==> config.mk <==
export PLATFORM = sky130hd
export DESIGN_NAME = time_set_keypad_flat
export DESIGN_NICKNAME = d
export VERILOG_FILES = /design/src/rtl/clock_pkg.sv /design/src/rtl/time_set_keypad_if.sv /design/src/rtl/key_debounce.sv /design/src/rtl/time_set_keypad.sv /design/src/flat_wrapper.sv
export SDC_FILE = /design/constraint.sdc
export NUM_CORES = 1
export LEC_CHECK = 0
export CORE_MARGIN = 1
export CORE_UTILIZATION = 52
export DETAILED_ROUTE_END_ITERATION = 7
export GPL_ROUTABILITY_DRIVEN = 1
export PLACE_DENSITY = 0.78
export SLEW_MARGIN = 20
export SYNTH_ARGS = -nofsm -noshare
export SYNTH_HDL_FRONTEND = slang
export SYNTH_SLANG_ARGS = --single-unit
export TNS_END_PERCENT = 50
==> constraint.sdc <==
create_clock -name clock -period 8.2 [get_ports clock]
set_input_delay 1.64 -clock clock [delete_from_list [all_inputs] [get_ports clock]]
set_output_delay 1.64 -clock clock [all_outputs]
set_load 0.02 [all_outputs]
==> src/rtl/clock_pkg.sv <==
// Shared encodings and limits for the time-set keypad.
// Wrap helper keeps every edited field inside its legal range.
package clock_pkg;

   typedef enum logic [2:0] {
      ST_RUN,
      ST_EDIT_HOUR,
      ST_EDIT_MIN,
      ST_EDIT_SEC,
      ST_COMMIT
   } state_t;

   typedef enum logic [1:0] {
      FIELD_NONE = 2'd0,
      FIELD_HOUR = 2'd1,
      FIELD_MIN  = 2'd2,
      FIELD_SEC  = 2'd3
   } field_t;

   localparam logic [5:0] MAX_HOUR   = 6'd23;
   localparam logic [5:0] MAX_MINSEC = 6'd59;

   localparam int KEY_MODE = 0;
   localparam int KEY_UP   = 1;
   localparam int KEY_DOWN = 2;

   function automatic logic [5:0] wrap_adj(
      input logic [5:0] v,
      input logic [5:0] max,
      input logic       up,
      input logic       dn
   );
      if (up) return (v >= max) ? 6'd0 : v + 6'd1;
      if (dn) return (v == 6'd0) ? max : v - 6'd1;
      return v;
   endfunction

endpackage

==> src/rtl/time_set_keypad_if.sv <==
// Bus between the keypad and the time counter:
// live time flows in, committed time and load strobe flow out.
interface time_set_keypad_if;

   logic       load;
   logic [4:0] load_hour;
   logic [5:0] load_min;
   logic [5:0] load_sec;
   logic [4:0] cur_hour;
   logic [5:0] cur_min;
   logic [5:0] cur_sec;

   modport master (
      output load, load_hour, load_min, load_sec,
      input  cur_hour, cur_min, cur_sec
   );

   modport slave (
      input  load, load_hour, load_min, load_sec,
      output cur_hour, cur_min, cur_sec
   );

endinterface

==> src/rtl/key_debounce.sv <==
// One key: 2-FF sync, counter debounce, press edge and
// auto-repeat step (first after REPEAT_DELAY, then every REPEAT_RATE).
module key_debounce #(
   parameter int DEB_CYCLES   = 1000,
   parameter int REPEAT_DELAY = 20000,
   parameter int REPEAT_RATE  = 5000,
   parameter int CNT_W        = 20
) (
   input  logic clock,
   input  logic reset,
   input  logic raw,
   output logic level,
   output logic press,
   output logic step
);

   localparam logic [CNT_W-1:0] DEB_LAST = CNT_W'(DEB_CYCLES - 1);
   localparam logic [CNT_W-1:0] RPT_DLY  = CNT_W'(REPEAT_DELAY);
   localparam logic [CNT_W-1:0] RPT_RATE = CNT_W'(REPEAT_RATE);
   localparam logic [CNT_W-1:0] ONE      = CNT_W'(1);

   logic             s0, s1, level_d, rep, fire;
   logic [CNT_W-1:0] deb_cnt, rpt_cnt;

   assign fire  = level &&
                  (rep ? rpt_cnt == RPT_RATE : rpt_cnt == RPT_DLY);
   assign press = level & ~level_d;
   assign step  = press | fire;

   always_ff @(posedge clock or negedge reset) begin
      if (!reset) begin
         s0      <= 1'b0;
         s1      <= 1'b0;
         level   <= 1'b0;
         level_d <= 1'b0;
         rep     <= 1'b0;
         deb_cnt <= '0;
         rpt_cnt <= '0;
      end else begin
         s0      <= raw;
         s1      <= s0;
         level_d <= level;
         if (s1 == level) begin
            deb_cnt <= '0;
         end else if (deb_cnt == DEB_LAST) begin
            deb_cnt <= '0;
            level   <= s1;
         end else begin
            deb_cnt <= deb_cnt + ONE;
         end
         // rpt_cnt counts cycles since the last step while held
         if (!level) begin
            rpt_cnt <= '0;
            rep     <= 1'b0;
         end else if (fire) begin
            rpt_cnt <= ONE;
            rep     <= 1'b1;
         end else begin
            rpt_cnt <= rpt_cnt + ONE;
         end
      end
   end

endmodule

==> src/rtl/time_set_keypad.sv <==
// Time-set front end: three debounced keys drive an edit FSM
// that adjusts hour/min/sec and commits them with a load strobe.
module time_set_keypad
   import clock_pkg::*;
#(
   parameter int DEB_CYCLES   = 1000,
   parameter int REPEAT_DELAY = 20000,
   parameter int REPEAT_RATE  = 5000,
   parameter int EDIT_TIMEOUT = 500000,
   parameter int CNT_W        = 20
) (
   input  logic                       clock,
   input  logic                       reset,
   input  logic [2:0]                 key_raw,
   output logic                       edit_active,
   output logic [1:0]                 edit_field,
   output logic [2:0]                 blink_mask,
   time_set_keypad_if.master          tbus
);

   localparam logic [CNT_W-1:0] IDLE_LAST = CNT_W'(EDIT_TIMEOUT - 1);
   localparam logic [CNT_W-1:0] ONE       = CNT_W'(1);

   logic [2:0] lvl_unused, press, step;
   logic       mode_rpt_unused;

   for (genvar i = 0; i < 3; i++) begin : g_key
      key_debounce #(
         .DEB_CYCLES  (DEB_CYCLES),
         .REPEAT_DELAY(REPEAT_DELAY),
         .REPEAT_RATE (REPEAT_RATE),
         .CNT_W       (CNT_W)
      ) u_key (
         .clock(clock),
         .reset(reset),
         .raw  (key_raw[i]),
         .level(lvl_unused[i]),
         .press(press[i]),
         .step (step[i])
      );
   end

   assign mode_rpt_unused = step[KEY_MODE];

   state_t           state, state_n;
   field_t           field_n;
   logic [2:0]       mask_n;
   logic [4:0]       ed_hour;
   logic [5:0]       ed_min, ed_sec;
   logic [CNT_W-1:0] idle_cnt;
   logic             mode_p, any_p, up_ev, dn_ev, in_edit, timeout;

   // MODE outranks steps; opposing steps cancel
   assign mode_p  = press[KEY_MODE];
   assign any_p   = |press;
   assign up_ev   = step[KEY_UP] & ~step[KEY_DOWN] & ~mode_p;
   assign dn_ev   = step[KEY_DOWN] & ~step[KEY_UP] & ~mode_p;
   assign in_edit = state inside {ST_EDIT_HOUR, ST_EDIT_MIN, ST_EDIT_SEC};
   assign timeout = in_edit && !any_p && idle_cnt == IDLE_LAST;

   always_comb begin
      state_n = state;
      unique case (state)
         ST_RUN:       if (mode_p) state_n = ST_EDIT_HOUR;
         ST_EDIT_HOUR: if (mode_p) state_n = ST_EDIT_MIN;
                       else if (timeout) state_n = ST_RUN;
         ST_EDIT_MIN:  if (mode_p) state_n = ST_EDIT_SEC;
                       else if (timeout) state_n = ST_RUN;
         ST_EDIT_SEC:  if (mode_p) state_n = ST_COMMIT;
                       else if (timeout) state_n = ST_RUN;
         ST_COMMIT:    state_n = ST_RUN;
         default:      state_n = ST_RUN;
      endcase
   end

   always_comb begin
      field_n = FIELD_NONE;
      mask_n  = 3'b000;
      unique case (state_n)
         ST_EDIT_HOUR: begin field_n = FIELD_HOUR; mask_n = 3'b100; end
         ST_EDIT_MIN:  begin field_n = FIELD_MIN;  mask_n = 3'b010; end
         ST_EDIT_SEC:  begin field_n = FIELD_SEC;  mask_n = 3'b001; end
         default: ;
      endcase
   end

   always_ff @(posedge clock or negedge reset) begin
      if (!reset) begin
         state          <= ST_RUN;
         edit_active    <= 1'b0;
         edit_field     <= 2'd0;
         blink_mask     <= 3'b000;
         ed_hour        <= '0;
         ed_min         <= '0;
         ed_sec         <= '0;
         idle_cnt       <= '0;
         tbus.load      <= 1'b0;
         tbus.load_hour <= '0;
         tbus.load_min  <= '0;
         tbus.load_sec  <= '0;
      end else begin
         state       <= state_n;
         edit_active <= field_n != FIELD_NONE;
         edit_field  <= field_n;
         blink_mask  <= mask_n;
         tbus.load   <= state_n == ST_COMMIT;
         if (state_n == ST_COMMIT) begin
            tbus.load_hour <= ed_hour;
            tbus.load_min  <= ed_min;
            tbus.load_sec  <= ed_sec;
         end
         if (!in_edit || any_p) idle_cnt <= '0;
         else                   idle_cnt <= idle_cnt + ONE;
         if (state == ST_RUN && mode_p) begin
            ed_hour <= tbus.cur_hour;
            ed_min  <= tbus.cur_min;
            ed_sec  <= tbus.cur_sec;
         end else if (state_n == state) begin
            unique case (1'b1)
               state == ST_EDIT_HOUR: ed_hour <= 5'(wrap_adj(
                  {1'b0, ed_hour}, MAX_HOUR, up_ev, dn_ev));
               state == ST_EDIT_MIN:  ed_min <= wrap_adj(
                  ed_min, MAX_MINSEC, up_ev, dn_ev);
               state == ST_EDIT_SEC:  ed_sec <= wrap_adj(
                  ed_sec, MAX_MINSEC, up_ev, dn_ev);
               default: ;
            endcase
         end
      end
   end

endmodule

==> src/flat_wrapper.sv <==
// flat-port wrapper written by rule: the top's interface ports become plain ports
module time_set_keypad_flat import clock_pkg::*;
#(
   parameter int DEB_CYCLES   = 1000,
   parameter int REPEAT_DELAY = 20000,
   parameter int REPEAT_RATE  = 5000,
   parameter int EDIT_TIMEOUT = 500000,
   parameter int CNT_W        = 20
)
  (clock, reset, key_raw, edit_active, edit_field, blink_mask, tbus_load, tbus_load_hour, tbus_load_min, tbus_load_sec, tbus_cur_hour, tbus_cur_min, tbus_cur_sec);
  time_set_keypad_if tbus_i ();
  input  logic clock;
  input  logic reset;
  input  logic [2:0] key_raw;
  output logic edit_active;
  output logic [1:0] edit_field;
  output logic [2:0] blink_mask;
  output wire logic [$bits(tbus_i.load)-1:0] tbus_load;
  output wire logic [$bits(tbus_i.load_hour)-1:0] tbus_load_hour;
  output wire logic [$bits(tbus_i.load_min)-1:0] tbus_load_min;
  output wire logic [$bits(tbus_i.load_sec)-1:0] tbus_load_sec;
  input wire logic [$bits(tbus_i.cur_hour)-1:0] tbus_cur_hour;
  input wire logic [$bits(tbus_i.cur_min)-1:0] tbus_cur_min;
  input wire logic [$bits(tbus_i.cur_sec)-1:0] tbus_cur_sec;
  assign tbus_load = tbus_i.load;
  assign tbus_load_hour = tbus_i.load_hour;
  assign tbus_load_min = tbus_i.load_min;
  assign tbus_load_sec = tbus_i.load_sec;
  assign tbus_i.cur_hour = tbus_cur_hour;
  assign tbus_i.cur_min = tbus_cur_min;
  assign tbus_i.cur_sec = tbus_cur_sec;
  time_set_keypad #(.DEB_CYCLES(DEB_CYCLES), .REPEAT_DELAY(REPEAT_DELAY), .REPEAT_RATE(REPEAT_RATE), .EDIT_TIMEOUT(EDIT_TIMEOUT), .CNT_W(CNT_W)) u_core (.clock(clock), .reset(reset), .key_raw(key_raw), .edit_active(edit_active), .edit_field(edit_field), .blink_mask(blink_mask), .tbus(tbus_i));
endmodule
==> results by group, run 1 <==
Final layout
  – Post-route cell area: around 10,000 sq um
  – Filler cell count in the final layout: 1,419
  – Layout overhead on the synthesized area: 13.9%
  – Final core utilization: 0.610
  – Fraction of final layout cells sized beyond drive strength 1: 0.0764
  – Antenna diodes: 0
  – Final standard cell count with taps included and fillers excluded: between 1,000 and 1,500
  – Layout Nets: 994

Global routing
  – Antenna violations before repair: 0
  – Via count of the first global-routing pass: about 6,400
  – Final global-route overflow total: 0
  – Global-route wire length before repair: between 20 and 30 mm
  – Overall Global Routing Usage: 0.210
  – Pin count of the biggest net entering global routing: approximately 110

Route
  – Overall routed net length: between 15 and 20 mm
  – Routed via count divided by cell count: 5.56
  – Final routed wire length divided by cell count: around 15 um
  – 1st-pass router iterations: 4
  – Detailed Route Iter0 Violations: 353
  – Number of vias in the routed layout: roughly 6,600
  – DRC violation count after routing: 0
  – Detail Route Antenna Nets: 0

Clocking
  – Number of buffers inserted during clock tree synthesis: 17
  – Clock sink count: around 180
  – Insertion delay to the later sink of the worst-skew pair: about 430 ps
  – Register clock-pin slew on the reported worst setup and hold paths: 70 ps
  – CTS tree: built
  – Max Root-Sink Buffers: 2
  – Post CTS Setup Buffer Count: 0
  – Root Buffer Master: clkbuf_16
  – Hold Buf Count CTS: 0
  – Resize count post-CTS: 0
  – CTS H-Tree Depth: 4

Min path
  – Startpoint of the worst hold path: u_core.g_key[0].u_key.s0
  – Hold/Removal Path Class: register to register

Critical path
  – Startpoint of the most critical register-to-register path: u_core.g_key[1].u_key.rpt_cnt[0]
  – Critical Path Start Type: register
  – Crit path largest cell delay: 570 ps
  – Critical Path End Type: register
  – Maximum fanout along the worst path: 32
  – Critical path origin: u_core.g_key[1].u_key.rpt_cnt[0]
  – Sequence of cells on the critical path: inv_1, ha_1, nor4bb_1, nand3_1, o41ai_1, or3b_1, buf_4, mux4_2, mux2_2, o21ai_1
  – Data required time of the critical path: about 8600 ps
  – Worst path arrival time: 3670 ps
  – Cell at the slowest stage of the critical path: o41ai_1
  – Worst reg-to-reg setup slack: between 4000 and 5000 ps
  – Critical setup path kind: register to register
  – CP top delay family: multiplexers
  – Crit path buffers/inverters: 2

Pwr
  – Final Power: roughly 1.8 mW
  – Total power per unit cell area: about 170 nW/um^2
  – Worst vdd ir: ~0.15 mV
  – Leak pwr: between 4 and 5 nW

STA
  – Number of pins with negative max-slew slack in the final report: 0
  – Post-Route Setup TNS: 0 ps
  – Post-layout worst setup margin: about 5000 ps
  – Layout Skew: 10.1 ps
  – Final Hold Violating Endpoints: 0
  – Setup violators final: 0
  – Slew margin rel.: 0.362
  – Minimum clock period: 3310 ps
  – Unrepaired setup endpoints after global routing: false
  – Worst hold margin: between 300 and 400 ps
  – Highest Clock Rate: between 300 and 400 MHz
  – Pin slew with the least headroom to its limit: ~960 ps
  – Final worst path period share: 0.404

Place
  – Placed Instances: approximately 1,200
  – Setup slack after placement: around 4800 ps
  – Weighted congestion at the end of routability-driven global placement: 0.841
  – Dpl hpwl: roughly 11 mm
  – Number of buffers inserted by port buffering: 45
  – Placed instance area: about 9600 sq um

Yosys
  – Number of synthesized register bits: 178
  – Post-Syn Area: around 8900 sq um
  – Unique masters post-synth: 62
  – Count of flip-flops with a built-in enable after synthesis: 0
  – Most common cell in the netlist: dfrtp_1
  – Synth top area cells: dfrtp_1 50%, xor2_1 6.7%, nor2_1 6.4%, nand2_1 3.5%, xnor2_1 3.5%
  – Commonest register cell after synthesis: dfrtp_1
  – Biggest area consumer among synthesized cells: dfrtp_1
  – Warnings, synthesis: 0
  – Portion of synthesized cell area occupied by the leading cell type: 0.498
  – Seq/Total Area, Yosys: 0.498
  – Post-synthesis async set-or-reset flop share: 1.00
  – Synthesized Nets: between 900 and 1,000
  – Most instantiated cells after synthesis: 178 x dfrtp_1, 153 x nor2_1, 84 x nand2_1
  – Mean area per synthesized cell: around 9.8 sq um
  – Synthesized netlist cell count: 915

Floorplanning
  – Effective utilization at floorplan: 0.535
  – IO Count: between 40 and 50
  – Core region area: roughly 17,000 sq um
  – Row Count: 47
  – Die Wd: approximately 130 um
  – Die area: about 18,000 sq um
  – Height of the die: 133 um

Run
  – Reported max-cap violation count: 0

Outcome
  – Outcome: completed
-- cell type report --
class	count	area [sq um]	area share
Sequential cell	178	4450	0.438
Timing Repair Buffer	50	489	0.0481
Multi-Input combinational cell	680	4240	0.417
Tap cell	220	275	0.0270
Clock inverter	13	173	0.0170
Inverter	29	109	0.0107
Clock buffer	18	439	0.0431
-- layer usage --
metal  GRT usage  routed length, um
met1       0.285               8170
met2       0.345               8440
met3      0.0434                484
met4      0.0537                175
met5           0                  0
-- worst register-to-register path, delay by kind of cell (launching register included) --
| family | cells | cell delay, ps |
|---|---|---|
| compound gates | 2 | 680 |
| fa+ha+maj | 1 | 160 |
| buf+inv | 2 | 450 |
| flops | 1 | 420 |
| mux | 2 | 860 |
| simple gates | 3 | 680 |
-- path summary, 6_finish.rpt --
kind | cells after the start | to
worst max register to register | 10 | u_core.ed_min[2]
min in group asynchronous | 1 | u_core.ed_sec[4]
worst max-delay path | 10 | u_core.ed_min[2]
worst min-delay path | 0 | u_core.g_key[0].u_key.s1
max in group asynchronous | 2 | u_core.g_key[1].u_key.deb_cnt[13]
worst min register to register | 0 | u_core.g_key[0].u_key.s1
-- report_power, final --
part	internal [mW]	total (mW)	switching, mW
clock	0.492	0.843	0.351
combinational	0.0159	0.0448	0.0288
sequential	0.883	0.888	0.00509
-- logic make-up after synthesis --
group           share of synthesized area
simple gates                        0.228
flops                               0.498
xor+xnor                            0.102
compound gates                     0.0722
buf+inv                            0.0287
mux                                0.0491
fa+ha+maj                          0.0224
-- placed cells by master, fill, tap and decap left out, drive strengths merged, types with 24 or more instances in the layout --
cell           Yosys  routed
xnor2             36      36
nand3             55      55
xor2              68      68
inv               29      34
and3              28      28
dfrtp            178     178
a21oi             24      24
clkdlybuf4s50      0      44
nand2             84      84
o21ai             32      32
nor2             153     153
-- sequential cells by signal, indices dropped and copies added (netlist names) --
name	flops
u_core.blink_mask	3
u_core.ed_hour	5
u_core.ed_min	6
u_core.ed_sec	6
u_core.edit_active	1
u_core.edit_field	2
u_core.g_key.u_key.deb_cnt	60
u_core.g_key.u_key.level	3
u_core.g_key.u_key.level_d	3
u_core.g_key.u_key.rep	2
u_core.g_key.u_key.rpt_cnt	40
u_core.g_key.u_key.s0	3
u_core.g_key.u_key.s1	3
u_core.idle_cnt	20
u_core.state	3
u_core.tbus.load	1
u_core.tbus.load_hour	5
u_core.tbus.load_min	6
u_core.tbus.load_sec	6
No activity file was read; power rests on OpenSTA's default activity.
==> inputs of run 2 (changes only) <==
--- a/config.mk
+++ b/config.mk
@@ -9,7 +9,7 @@
 export CORE_UTILIZATION = 52
 export DETAILED_ROUTE_END_ITERATION = 7
 export GPL_ROUTABILITY_DRIVEN = 1
-export PLACE_DENSITY = 0.78
+export PLACE_DENSITY = 0.8
 export SLEW_MARGIN = 20
 export SYNTH_ARGS = -nofsm -noshare
 export SYNTH_HDL_FRONTEND = slang
==> constraint.sdc (replaced) <==
create_clock -name clock -period 3.04 [get_ports clock]
set_input_delay 0.608 -clock clock [delete_from_list [all_inputs] [get_ports clock]]
set_output_delay 0.608 -clock clock [all_outputs]
set_load 0.02 [all_outputs]
==> run 2 against run 1 <==
Effect of this change:
- wire length rose by 2.0%
- clock power rose to 2.7 times the previous value
- first-iteration DRC count rose by 36%
- clock skew fell by 1.1 ps
- count of clock-buffer cells in the layout rose by 1
- via count rose by 1.8%
- largest power group unchanged
- critical path depth fell by 3
- global-route usage rose by 0.60 points
- worst setup slack got worse by 4800 ps
- sequential power rose to 2.7 times the previous value
- cell count rose by 1.4%
- register-to-register slack got worse by 4800 ps
==> results by group, run 2 (synthesized netlist as in run 1, its figures left out) <==
Final layout
  – Fraction of final layout cells sized beyond drive strength 1: 0.0964
  – Antenna diodes: 0
  – Largest registers: u_core.g_key.u_key.deb_cnt x60, u_core.g_key.u_key.rpt_cnt x40, u_core.idle_cnt x20
  – Commonest non-fill, non-tap cell in the layout: dfrtp_1
  – Filler cell count in the final layout: 1,340
  – Layout Nets: 1,010
  – Area taken by multi-input logic gates: ~4300 sq um
  – Biggest register: u_core.g_key.u_key.deb_cnt
  – Max FFs per register: 60
  – Layout overhead on the synthesized area: 16.0%
  – Final core utilization: 0.621
  – Commonest cells after routing, fill and taps aside: 178 x dfrtp_1, 153 x nor2_1, 84 x nand2_1
  – Total area of sequential cells: 4450 sq um

Pwr
  – Total power per unit cell area: ~460 nW/um^2
  – Leak pwr: between 4 and 5 nW
  – Final Power: between 4 and 5 mW
  – Worst vdd ir: between 0.4 and 0.5 mV

STA
  – Pin slew with the least headroom to its limit: around 760 ps
  – Slew margin rel.: 0.491
  – Final worst path period share: 0.985
  – Highest Clock Rate: 334 MHz
  – Post-layout worst setup margin: about 45 ps
  – Setup violators final: 0
  – Number of pins with negative max-slew slack in the final report: 0
  – Final Hold Violating Endpoints: 0
  – Minimum clock period: between 2000 and 3000 ps
  – Post-Route Setup TNS: 0 ps
  – Unrepaired setup endpoints after global routing: true
  – Layout Skew: 9.02 ps

Critical path
  – Critical Path Start Type: register
  – Most numerous cell on the critical path: a311o_1
  – Sequence of cells on the critical path: or4b_1, o41a_1, o41ai_4, or3b_4, buf_12, a311o_1, a311o_1
  – Worst reg-to-reg setup slack: ~45 ps
  – Maximum fanout along the worst path: 14
  – Critical setup path kind: register to register
  – Cell depth of the worst flop-to-flop path: 7
  – Cell at the slowest stage of the critical path: or4b_1
  – Data required time of the critical path: about 3400 ps
  – Worst path arrival time: roughly 3300 ps
  – Crit path largest cell delay: 520 ps
  – Critical Path End Type: register

Floorplanning
  – Height of the die: around 130 um
  – Core region area: between 15,000 and 20,000 sq um
  – Effective utilization at floorplan: 0.535
  – Die Wd: between 100 and 150 um
  – Row Count: 47
  – Die area: between 15,000 and 20,000 sq um
  – IO Count: 46

Clocking
  – Register clock-pin slew on the reported worst setup and hold paths: approximately 70 ps
  – CTS tree: built
  – Max Root-Sink Buffers: 2
  – CTS H-Tree Depth: 4
  – Clock sink count: roughly 180
  – Insertion delay to the later sink of the worst-skew pair: about 440 ps
  – Number of buffers inserted during clock tree synthesis: 17
  – Root Buffer Master: clkbuf_16
  – Hold Buf Count CTS: 0

Min path
  – Hold/Removal Path Class: input pin to asynchronous set/reset pin

Route
  – Routed via count divided by cell count: 5.58
  – DRC violation count after routing: 0
  – Number of vias in the routed layout: between 6,000 and 7,000
  – 1st-pass router iterations: 5
  – Final routed wire length divided by cell count: 14.6 um
  – Overall routed net length: 17.6 mm
  – Detail Route Antenna Nets: 0
  – Detailed Route Iter0 Violations: between 400 and 500

Global routing
  – Pin count of the biggest net entering global routing: 78
  – Overall Global Routing Usage: 0.216
  – Via count of the first global-routing pass: roughly 6,700
  – Final global-route overflow total: 0
  – Antenna violations before repair: 0
  – Global-route wire length before repair: roughly 31 mm

Place
  – Setup slack after placement: -61.3 ps
  – Weighted congestion at the end of routability-driven global placement: slightly below 0.9
  – Number of buffers inserted by port buffering: 45
  – Dpl hpwl: roughly 12 mm

Outcome
  – Outcome: completed

Run
  – Reported max-cap violation count: 0
==> run 2: through the flow <==
stage	hold WS, ps	instances	area [sq um]
3_3_place_gp	335	1172	9720
3_5_place_dp	343	1172	9720
2_1_floorplan	312	915	8940
6_report	91.1	1205	10400
5_1_grt	123	1205	10400
4_1_cts	116	1204	10300
==> run 2: layer usage <==
layer  global-route usage  wire [um]  vias to the layer above  part of all wire
met3               0.0392        557                       28             0.032
met5                    0          0                        -                 0
met1                0.295       8270                     3300              0.47
li1                     -          -                     3267                 -
met4               0.0770        350                        0             0.020
met2                0.346       8430                      127              0.48
==> run 2: cell type report <==
cell class                 instances  area share
tap                              220      0.0265
multi-input combinational        680       0.411
sequential                       178       0.429
clock buffer                      19      0.0436
clock inverter                    13      0.0168
inverter                          29      0.0105
timing repair buffer              66      0.0623
==> run 2: timing repair <==
action,in CTS,in global routing
endpoints found under the setup margin,3,8
pin swaps,1,1
gates resized for setup,1,3
setup buffers,0,1
==> run 2: worst paths after layout <==
| kind | startpoint | endpoint |
|---|---|---|
| worst max-delay path | u_core.g_key[2].u_key.rpt_cnt[10] | u_core.ed_sec[2] |
| worst min-delay path | reset | u_core.ed_sec[1] |
| worst max register to register | u_core.g_key[2].u_key.rpt_cnt[10] | u_core.ed_sec[2] |
| worst min register to register | u_core.g_key[0].u_key.s0 | u_core.g_key[0].u_key.s1 |
| max in group asynchronous | reset | u_core.g_key[1].u_key.rpt_cnt[14] |
| min in group clock | u_core.g_key[0].u_key.s0 | u_core.g_key[0].u_key.s1 |
==> run 2: worst max-delay path, delay by kind of cell, from the launching register on <==
family | cells | cell delay, ps
and+or+nand+nor | 2 | 1000
buffers and inverters | 1 | 170
AOI/OAI and AO/OA | 4 | 1330
DFF | 1 | 370
==> run 2: power by group <==
part	total, mW	internal, mW	switching, mW
Clock	2.30	1.35	0.949
Combinational	0.127	0.0478	0.0788
Sequential	2.40	2.38	0.0133
==> inputs of run 3 (changes only) <==
--- a/config.mk
+++ b/config.mk
@@ -9,6 +9,7 @@
 export CORE_UTILIZATION = 52
 export DETAILED_ROUTE_END_ITERATION = 7
 export GPL_ROUTABILITY_DRIVEN = 1
+export GPL_TIMING_DRIVEN = 0
 export PLACE_DENSITY = 0.8
 export SLEW_MARGIN = 20
 export SYNTH_ARGS = -nofsm -noshare
==> run 3 against run 2 <==
Effect of this change:
- sequential cell count is the same
- hold slack got worse by 43 ps
- via count up 0.73%
- cell count rose by 1.5%
- sequential share of layout area down 0.60 points
- non-clock buffer count grew 18
- worst setup slack got worse by 34 ps
- wire length grew 1.4%
- total power decreased by 1.8%
- critical endpoint is now u_core.ed_min[3]
- core utilization up 0.91 points
- largest cell class unchanged
- critical path depth rose by 1
- cell area rose by 1.5%
==> results by group, run 3 (synthesized netlist as in run 1, its figures left out) <==
Outcome
  – Outcome: completed

Final layout
  – Max FFs per register: 60
  – Commonest cells after routing, fill and taps aside: 177 x dfrtp_1, 153 x nor2_1, 84 x nand2_1
  – Largest registers: u_core.g_key.u_key.deb_cnt x60, u_core.g_key.u_key.rpt_cnt x40, u_core.idle_cnt x20
  – Commonest non-fill, non-tap cell in the layout: dfrtp_1
  – Layout overhead on the synthesized area: 17.7%
  – Final standard cell count with taps included and fillers excluded: around 1,200
  – Post-route cell area: 10,500 sq um
  – Biggest register: u_core.g_key.u_key.deb_cnt
  – Fraction of final layout cells sized beyond drive strength 1: 0.104
  – Layout Nets: ~1,000
  – Antenna diodes: 0

Clocking
  – Register clock-pin slew on the reported worst setup and hold paths: approximately 70 ps
  – Hold Buf Count CTS: 0
  – Root Buffer Master: clkbuf_16
  – CTS tree: built
  – Clock sink count: between 150 and 200
  – CTS H-Tree Depth: 4
  – Insertion delay to the later sink of the worst-skew pair: between 400 and 500 ps
  – Number of buffers inserted during clock tree synthesis: 17
  – Max Root-Sink Buffers: 2

Min path
  – Hold/Removal Path Class: input pin to asynchronous set/reset pin

STA
  – Slew margin rel.: 0.381
  – Post-Route Setup TNS: 0 ps
  – Final worst path period share: 0.996
  – Minimum clock period: around 3000 ps
  – Highest Clock Rate: between 300 and 400 MHz
  – Number of pins with negative max-slew slack in the final report: 0
  – Pin slew with the least headroom to its limit: ~900 ps
  – Worst hold margin: a little under 50 ps
  – Setup violators final: 0
  – Unrepaired setup endpoints after global routing: true
  – Layout Skew: about 12 ps
  – Final Hold Violating Endpoints: 0

Route
  – 1st-pass router iterations: 5
  – Final routed wire length divided by cell count: 14.6 um
  – Detailed Route Iter0 Violations: ~370
  – Routed via count divided by cell count: 5.54
  – DRC violation count after routing: 0
  – Routed met2 length: ~8.6 mm
  – Sum of met3 wire segment lengths after detailed routing: about 650 um
  – Detail Route Antenna Nets: 0
  – Highest routed layer: met4
  – Number of vias in the routed layout: 6,771
  – Overall routed net length: between 15 and 20 mm
  – Post-Route M1 WL: just over 8 mm

Global routing
  – Global-route wire length before repair: 30.6 mm
  – Overall Global Routing Usage: 0.214
  – Pin count of the biggest net entering global routing: 76
  – Final global-route overflow total: 0
  – Antenna violations before repair: 0
  – Via count of the first global-routing pass: roughly 6,600

Floorplanning
  – Die area: roughly 18,000 sq um
  – Row Count: between 40 and 50
  – Core region area: between 15,000 and 20,000 sq um
  – IO Count: 46
  – Die Wd: around 130 um
  – Height of the die: about 130 um
  – Effective utilization at floorplan: 0.535

Critical path
  – Maximum fanout along the worst path: 10
  – Data required time of the critical path: 3320 ps
  – Critical Path Start Type: register
  – Critical Path End Type: register
  – Worst path arrival time: 3310 ps
  – Critical setup path kind: register to register

Run
  – Reported max-cap violation count: 0

Place
  – Placed instance area: a little under 10,000 sq um
  – Dpl hpwl: approximately 12 mm
  – Weighted congestion at the end of routability-driven global placement: around 0.91
  – Number of buffers inserted by port buffering: 45
  – Placed Instances: ~1,200

Pwr
  – Leak pwr: about 4.7 nW
  – Worst vdd ir: around 0.42 mV
  – Final Power: around 4.7 mW
  – Total power per unit cell area: 449 nW/um^2
[run 3: changes by cell type in the layout (fill, tap and decap cells not counted), moves of 2 or more]
| cell | delta |
|---|---|
| buf_16 | +2 |
| buf_6 | +4 |
| o41ai_4 | +2 |
| o21ai_1 | +3 |
| o21ai_0 | -4 |
| buf_4 | -7 |
| clkbuf_8 | +2 |
| clkbuf_1 | +19 |
| buf_2 | +2 |
| buf_12 | -3 |
[run 3: metal layers]
layer	GRT usage	vias up
met3	0.0403	33
li1	-	3300
met4	0.0884	0
met5	0	-
met1	0.289	3288
met2	0.342	150
[run 3: worst max-delay path, stage by stage, from the launching register on]
cell and delay, ps:
dfrtp_1 400, or4b_1 520, o41a_1 430, o41ai_4 310
or3b_4 480, buf_6 170, a2111o_1 370, o2111ai_2 90
o211ai_1 110
[run 3: cell type report]
| type | count | area, sq um |
|---|---|---|
| multi-input combinational | 680 | 4350 |
| clock inverter | 11 | 128 |
| clock buffer | 21 | 470 |
| inverter | 29 | 109 |
| buffer | 26 | 148 |
| fill | 1323 | 6170 |
| tap | 220 | 275 |
| timing repair buffer | 58 | 593 |
| sequential | 178 | 4460 |
[run 3: repair_timing]
action | CTS | global route
setup endpoints to repair | 17 | 16
cloned | 0 | 0
gates resized for setup | 15 | 12
pin swaps | 8 | 8
setup buffers | 6 | 4
[run 3: worst paths after layout]
| check | from | end | slack (ps) | cells past startpoint |
|---|---|---|---|---|
| setup / recovery | u_core.g_key[2].u_key.rpt_cnt[10] | u_core.ed_min[3] | 10 | 8 |
| hold / removal | reset | u_core.tbus.load_sec[2] | 50 | 1 |
| setup reg to reg | u_core.g_key[2].u_key.rpt_cnt[10] | u_core.ed_min[3] | 10 | 8 |
| hold reg to reg | u_core.g_key[2].u_key.s0 | u_core.g_key[2].u_key.s1 | 350 | 0 |
| max in group asynchronous | reset | u_core.g_key[2].u_key.rpt_cnt[12] | 1990 | 3 |
| min in group clock | u_core.g_key[2].u_key.s0 | u_core.g_key[2].u_key.s1 | 350 | 0 |
[run 3: stage by stage]
step	setup WS (ps)	utilization
3_5_place_dp	-486	0.584
3_3_place_gp	-5800	0.579
4_1_cts	-67.8	0.626
6_report	11.2	0.630
5_1_grt	-59.4	0.630
2_1_floorplan	33.7	-
[run 3: power breakdown]
group	internal [mW]	leakage, nW	switching [mW]
Clock	1.28	0.274	0.926
Combinational	0.0521	2.05	0.0813
Sequential	2.38	2.40	0.0117
